**src/rtl/bp_me_wormhole_flit_serializer.sv**
```systemverilog
// bp_me_wormhole_flit_serializer
//
// Purpose: takes one full wormhole packet {payload, length, y_cord, x_cord}
// per handshake and sends it onto a wormhole router link as fixed-width
// flits, least significant flit first. Flit 0 carries the routing header
// (x_cord, y_cord, length), so the router can route and count the worm.
// When the last flit of a worm is accepted in the same cycle as a new
// packet, the next worm starts without a bubble.
//
// Ports:
//   clk_i          single clock
//   reset_i        synchronous, active-high reset
//   packet_i       packet to serialize (header in the LSBs)
//   v_i            packet_i valid
//   ready_o        serializer accepts a packet this cycle
//   link_data_o    current flit
//   link_v_o       link_data_o valid
//   link_ready_i   router accepts the flit this cycle
//   debug_state_o  FSM state (0 = IDLE, 1 = SEND)
//
// Handshake semantics (both sides): a transfer happens on a rising edge
// where valid & ready are both high. A producer that raises valid keeps
// valid and data steady until that edge. ready_o depends combinationally
// on link_ready_i (only while sending); link_v_o and link_data_o come
// from registered state only.

module bp_me_wormhole_flit_serializer #(
  parameter int packet_width_p = 100,
  parameter int flit_width_p   = 34,
  parameter int x_cord_width_p = 4,
  parameter int y_cord_width_p = 1,
  parameter int len_width_p    = 2
) (
  input  logic                      clk_i,
  input  logic                      reset_i,
  input  logic [packet_width_p-1:0] packet_i,
  input  logic                      v_i,
  output logic                      ready_o,
  output logic [flit_width_p-1:0]   link_data_o,
  output logic                      link_v_o,
  input  logic                      link_ready_i,
  output logic [0:0]                debug_state_o
);

  localparam int num_flits_lp    = (packet_width_p + flit_width_p - 1) / flit_width_p;
  localparam int stored_width_lp = num_flits_lp * flit_width_p;
  localparam int len_span_lp     = 1 << len_width_p;
  localparam int cnt_span_lp     = (num_flits_lp > len_span_lp) ? num_flits_lp : len_span_lp;
  localparam int cnt_width_lp    = (cnt_span_lp > 2) ? $clog2(cnt_span_lp) : 1;
  localparam int len_lsb_lp      = x_cord_width_p + y_cord_width_p;

  localparam logic [cnt_width_lp-1:0] last_idx_lp = cnt_width_lp'(num_flits_lp - 1);

  localparam logic [0:0] ST_IDLE = 1'b0;
  localparam logic [0:0] ST_SEND = 1'b1;

  logic [0:0]                 r_state;
  logic [stored_width_lp-1:0] r_data;
  logic [cnt_width_lp-1:0]    r_len;
  logic [cnt_width_lp-1:0]    r_cnt;

  logic                       w_send;
  logic                       w_last;
  logic                       w_ready;
  logic                       w_pkt_hs;
  logic                       w_flit_hs;
  logic [flit_width_p-1:0]    w_flit;

  assign w_send    = (r_state == ST_SEND);
  assign w_last    = (r_cnt == r_len);
  // While sending, a new packet is only taken when the final flit is
  // leaving this very cycle, which gives back-to-back worms with no gap.
  assign w_ready   = ~reset_i & (~w_send | (w_last & link_ready_i));
  assign w_pkt_hs  = v_i & w_ready;
  assign w_flit_hs = w_send & link_ready_i;

  // Flit select. Counter values past the stored data (a length field that
  // overstates the packet) yield an all-zero flit.
  always_comb begin
    w_flit = '0;
    for (int i = 0; i < num_flits_lp; i++) begin
      if (r_cnt == cnt_width_lp'(i)) begin
        w_flit = r_data[i*flit_width_p +: flit_width_p];
      end
    end
  end

  always_ff @(posedge clk_i) begin
    if (reset_i) begin
      r_state <= ST_IDLE;
      r_cnt   <= '0;
      r_len   <= '0;
      r_data  <= '0;
    end else begin
      case (r_state)
        ST_IDLE: begin
          if (w_pkt_hs) begin
            r_data  <= stored_width_lp'(packet_i);
            r_len   <= cnt_width_lp'(packet_i[len_lsb_lp +: len_width_p]);
            r_cnt   <= '0;
            r_state <= ST_SEND;
          end
        end
        ST_SEND: begin
          if (w_flit_hs) begin
            if (!w_last) begin
              r_cnt <= r_cnt + cnt_width_lp'(1);
            end else if (w_pkt_hs) begin
              r_data  <= stored_width_lp'(packet_i);
              r_len   <= cnt_width_lp'(packet_i[len_lsb_lp +: len_width_p]);
              r_cnt   <= '0;
            end else begin
              r_state <= ST_IDLE;
            end
          end
        end
        default: r_state <= ST_IDLE;
      endcase
    end
  end

  assign ready_o       = w_ready;
  assign link_v_o      = w_send;
  assign link_data_o   = w_flit;
  assign debug_state_o = r_state;

  // A worm longer than the stored packet is an upstream formatting error.
  a_len_fits: assert property (@(posedge clk_i) disable iff (reset_i)
    w_send |-> (r_len <= last_idx_lp));

endmodule
```
**config.mk**
```make
export PLATFORM = sky130hd
export DESIGN_NAME = bp_me_wormhole_flit_serializer
export DESIGN_NICKNAME = d
export VERILOG_FILES = /design/src/rtl/bp_me_wormhole_flit_serializer.sv
export SDC_FILE = /design/constraint.sdc
export NUM_CORES = 1
export LEC_CHECK = 0
export ABC_CLOCK_PERIOD_IN_PS = 2050
export BUFFER_PORTS_ARGS = -buffer_cell sky130_fd_sc_hd__buf_4
export CAP_MARGIN = 10
export CORE_UTILIZATION = 52
export CTS_CLUSTER_DIAMETER = 120
export DETAILED_ROUTE_END_ITERATION = 10
export GPL_ROUTABILITY_DRIVEN = 0
export PLACE_DENSITY = 0.81
export SETUP_SLACK_MARGIN = 0.15
export SYNTH_ARGS = -nofsm -noshare
export SYNTH_HDL_FRONTEND = slang
export SYNTH_SLANG_ARGS = --single-unit
```
**constraint.sdc**
```tcl
create_clock -name clk_i -period 2.05 [get_ports clk_i]
set_input_delay 0.205 -clock clk_i [delete_from_list [all_inputs] [get_ports clk_i]]
set_output_delay 0.205 -clock clk_i [all_outputs]
set_load 0.01 [all_outputs]
```
==> reports/qor.csv <==
stage,metric,value,unit
floorplan,start_util,0.537,
floorplan,die_x,96.9,µm
synth,synth_xor_area_frac,0.00694,
finish,fillers,677,
finish,instances_no_fill,890,
grt,grt_pass1_wl,19.6,mm
finish,fin_area,6270,µm²
finish,drive_gt1_frac,0.316,
route,viasPerCell,5.25,
finish,area_growth,33.9,%
route,routed_wl,12.0,mm
grt,grt_max_degree,61,
synth,synth_fa_ha_area_frac,0.00801,
grt,grt_pass1_vias,4361,
worst_setup_path,crit_chain,"inv_4, ha_4, buf_12, buf_12, nand2_4, nor2_2, a21oi_1, o21ai_1, buf_4",
synth,async_reset_ff_frac,0,
route,drtIter0Drc,227,
outcome,outcome,completed,
place,post-place-ws,0.160,ns
clocking,numCtsBuffers,9,
synth,yosysTopAreaCell,dfxtp_1,
route,drc,0,
synth,yosys-top-cells-area,"dfxtp_1 (44%), nand2_1 (21%), a21oi_1 (11%)",
sta,tns,0,ns
place,dpl-instance-area,5740,µm²
synth,synth.mux.area_fraction,0,
route,dr.pass1.iters,5,
worst_setup_path,worstPathMaxFanout,6,
synth,yosys.cell_types.count,21,
floorplan,io_pins,141,
synth,syn_area,4690,µm²
synth,synth_nets,761,
grt,grt.total_usage,0.252,
clocking,clkSinkCount,103,
clocking,htree_levels,3,
sta,hold_viol_final,0,
sta,max_freq,510,MHz
job,cap_violations,0,
place,port_buffers,140,
synth,avgSynthCellArea,7.16,µm²
synth,synth_top_family_by_area,simple AND/OR/NAND/NOR gates,
worst_setup_path,crit_required,1.85,ns
hold_path,hold_path_class,primary input to flip-flop,
floorplan,die_area,9390,µm²
worst_setup_path,reg2reg_from,debug_state_o$_SDFF_PP0_,
worst_setup_path,critPathSlowestCell,dfxtp_4,
floorplan,num_rows,34,
sta,post-route-period-util,0.956,
synth,synth_edf_count,0,
clocking,root_buffer,clkbuf_8,
sta,holdWs,0.0836,ns
worst_setup_path,slowest_delay,0.37,ns
worst_setup_path,crit_path_end_kind,primary output,
synth,synth_ff_type,dfxtp_1,
worst_setup_path,start_kind,flip-flop,
synth,synth_commonest_cells,"nand2_1 (268), a21oi_1 (103), dfxtp_1 (103)",
finish,utilization,0.720,
finish,diodes,0,
route,wl_per_cell,13.5,µm
sta,final.min_clock_period,1.96,ns
clocking,path_clk_slew,0.10,ns
sta,final.setup.worst_slack,0.0909,ns
grt,antenna_found_initial,0,
floorplan,coreArea,8720,µm²
clocking,postCtsHoldBufs,0,
synth,synthCells,654,
sta,max_slew_margin,0.739,
place,dp_hpwl,8.02,mm
worst_setup_path,r2r_setup_slack,0.29,ns
synth,yosysSeqAreaShare,0.440,
finish,fin_nets,884,
grt,grt_overflow,0,
synth,yosys_warnings,0,
hold_path,min_path_cells,3,
synth,synthSimpleGateAreaFrac,0.253,
power,power_leakage,2.64,nW
floorplan,die_h,96.9,µm
worst_setup_path,path_class,flip-flop to primary output,
synth,ys_ff_latch,103,
sta,tightest_slew,0.391,ns
power,vdd_ir_drop_max,0.493,mV
sta,grt_setup_unrepaired,yes,
worst_setup_path,arrival,1.75,ns
worst_setup_path,reg2reg_depth,5,
clocking,clkLatencyLatePin,0.36,ns
hold_path,holdCritStartpoint,packet_i[82],
sta,setup_viol,0,
clocking,cts_tree,done,
power,power,4.52,mW
worst_setup_path,timing.rr.end,r_data[2]$_SDFFE_PP0P_,
hold_path,min_to,r_data[82]$_SDFFE_PP0P_,
synth,yosysTopAreaCellShare,0.440,
route,vias,4673,
sta,finalClockSkew,0.0146,ns
sta,timing.final.max_slew_violations,0,
synth,yosysMostFrequentCell,nand2_1,
clocking,clockBufferDepth,2,
worst_setup_path,cpMostUsedCell,buf_12,
route,drtAntennaViolNets,0,
place,place_inst,862,
power,power_density,721,nW/µm²
synth,synth_compound_area_frac,0.225,
==> cell families after synthesis <==
logic type | Yosys count
buffers and inverters | 56
DFF | 103
AOI/OAI and AO/OA | 178
and+or+nand+nor | 312
adders and majority gates | 3
xor gates and xnor gates | 2
==> worst max-delay path: cells and delay by family (launching register included) <==
kind | cells | cell delay [ns]
buffers and inverters | 4 | 0.48
flip-flops | 1 | 0.37
AO/OA/AOI/OAI | 2 | 0.22
AND/OR/NAND/NOR | 2 | 0.16
adder cells (fa/ha/maj) | 1 | 0.16
==> sequential cells by signal, summed over array words and instances (netlist names) <==
register and count:
debug_state_o 1, r_cnt 2, r_data 99, r_len 1
==> report_power, final <==
group	internal [mW]	leakage (nW)	total, mW	switching, mW
sequential	2.15	0.850	2.24	0.0917
clock	0.605	0.107	1.30	0.694
combinational	0.468	1.68	0.983	0.514
==> cell usage in the layout, fill, tap and decap left out, types with 2 or more instances in the layout <==
| cell type | count |
|---|---|
| a211o_1 | 2 |
| dfxtp_1 | 101 |
| inv_6 | 2 |
| buf_6 | 5 |
| o21ai_1 | 31 |
| nand2_2 | 4 |
| xnor2_4 | 2 |
| buf_12 | 8 |
| nand2b_1 | 2 |
| ha_4 | 2 |
| clkinv_2 | 2 |
| dfxtp_4 | 2 |
| a21oi_1 | 102 |
| nor2_1 | 32 |
| buf_4 | 150 |
| inv_4 | 2 |
| clkbuf_8 | 10 |
| a21oi_2 | 37 |
| nor2_2 | 5 |
| nand2_4 | 4 |
| nand2_1 | 260 |
| o21ai_0 | 3 |
| nor2_4 | 2 |
==> final cells by class <==
cell class                      count  area [µm²]  share of cell area
Clock buffer                       10         138              0.0219
Inverter                            2        12.5             0.00199
Timing Repair Buffer              166        1410               0.225
Sequential cell                   103        2070               0.330
Tap cell                          108         135              0.0215
Multi-Input combinational cell    495        2440               0.389
Clock inverter                      6        66.3              0.0106
==> timing repair <==
action | 4_1_cts | 5_1_grt
resized for setup | 32 | 52
gates cloned | 1 | 1
setup buffers | 3 | 7
endpoints found under the setup margin | 34 | 34
pin swaps | 1 | 21
==> worst max-delay path by stage <==
stage                           from         endpoint  slack (ns)  depth (start not counted)
2_1_floorplan  r_cnt[1]$_SDFFE_PP0N_   link_data_o[0]        0.26                          7
3_3_place_gp   r_cnt[0]$_SDFFE_PP0N_   link_data_o[4]        0.26                          8
3_5_place_dp   r_cnt[1]$_SDFFE_PP0N_  link_data_o[23]        0.16                          7
4_1_cts        r_cnt[0]$_SDFFE_PP0N_   link_data_o[8]        0.13                          7
5_1_grt        r_cnt[1]$_SDFFE_PP0N_   link_data_o[4]        0.04                          9
6_report       r_cnt[1]$_SDFFE_PP0N_   link_data_o[4]        0.09                          9
==> metal layers <==
metal,part of all wire,up-vias,track usage
met4,0.024,0,0.0907
met5,0,-,0
met2,0.48,143,0.429
met3,0.048,23,0.0368
li1,-,2365,-
met1,0.45,2142,0.323
No activity file was read; power rests on OpenSTA's default activity.
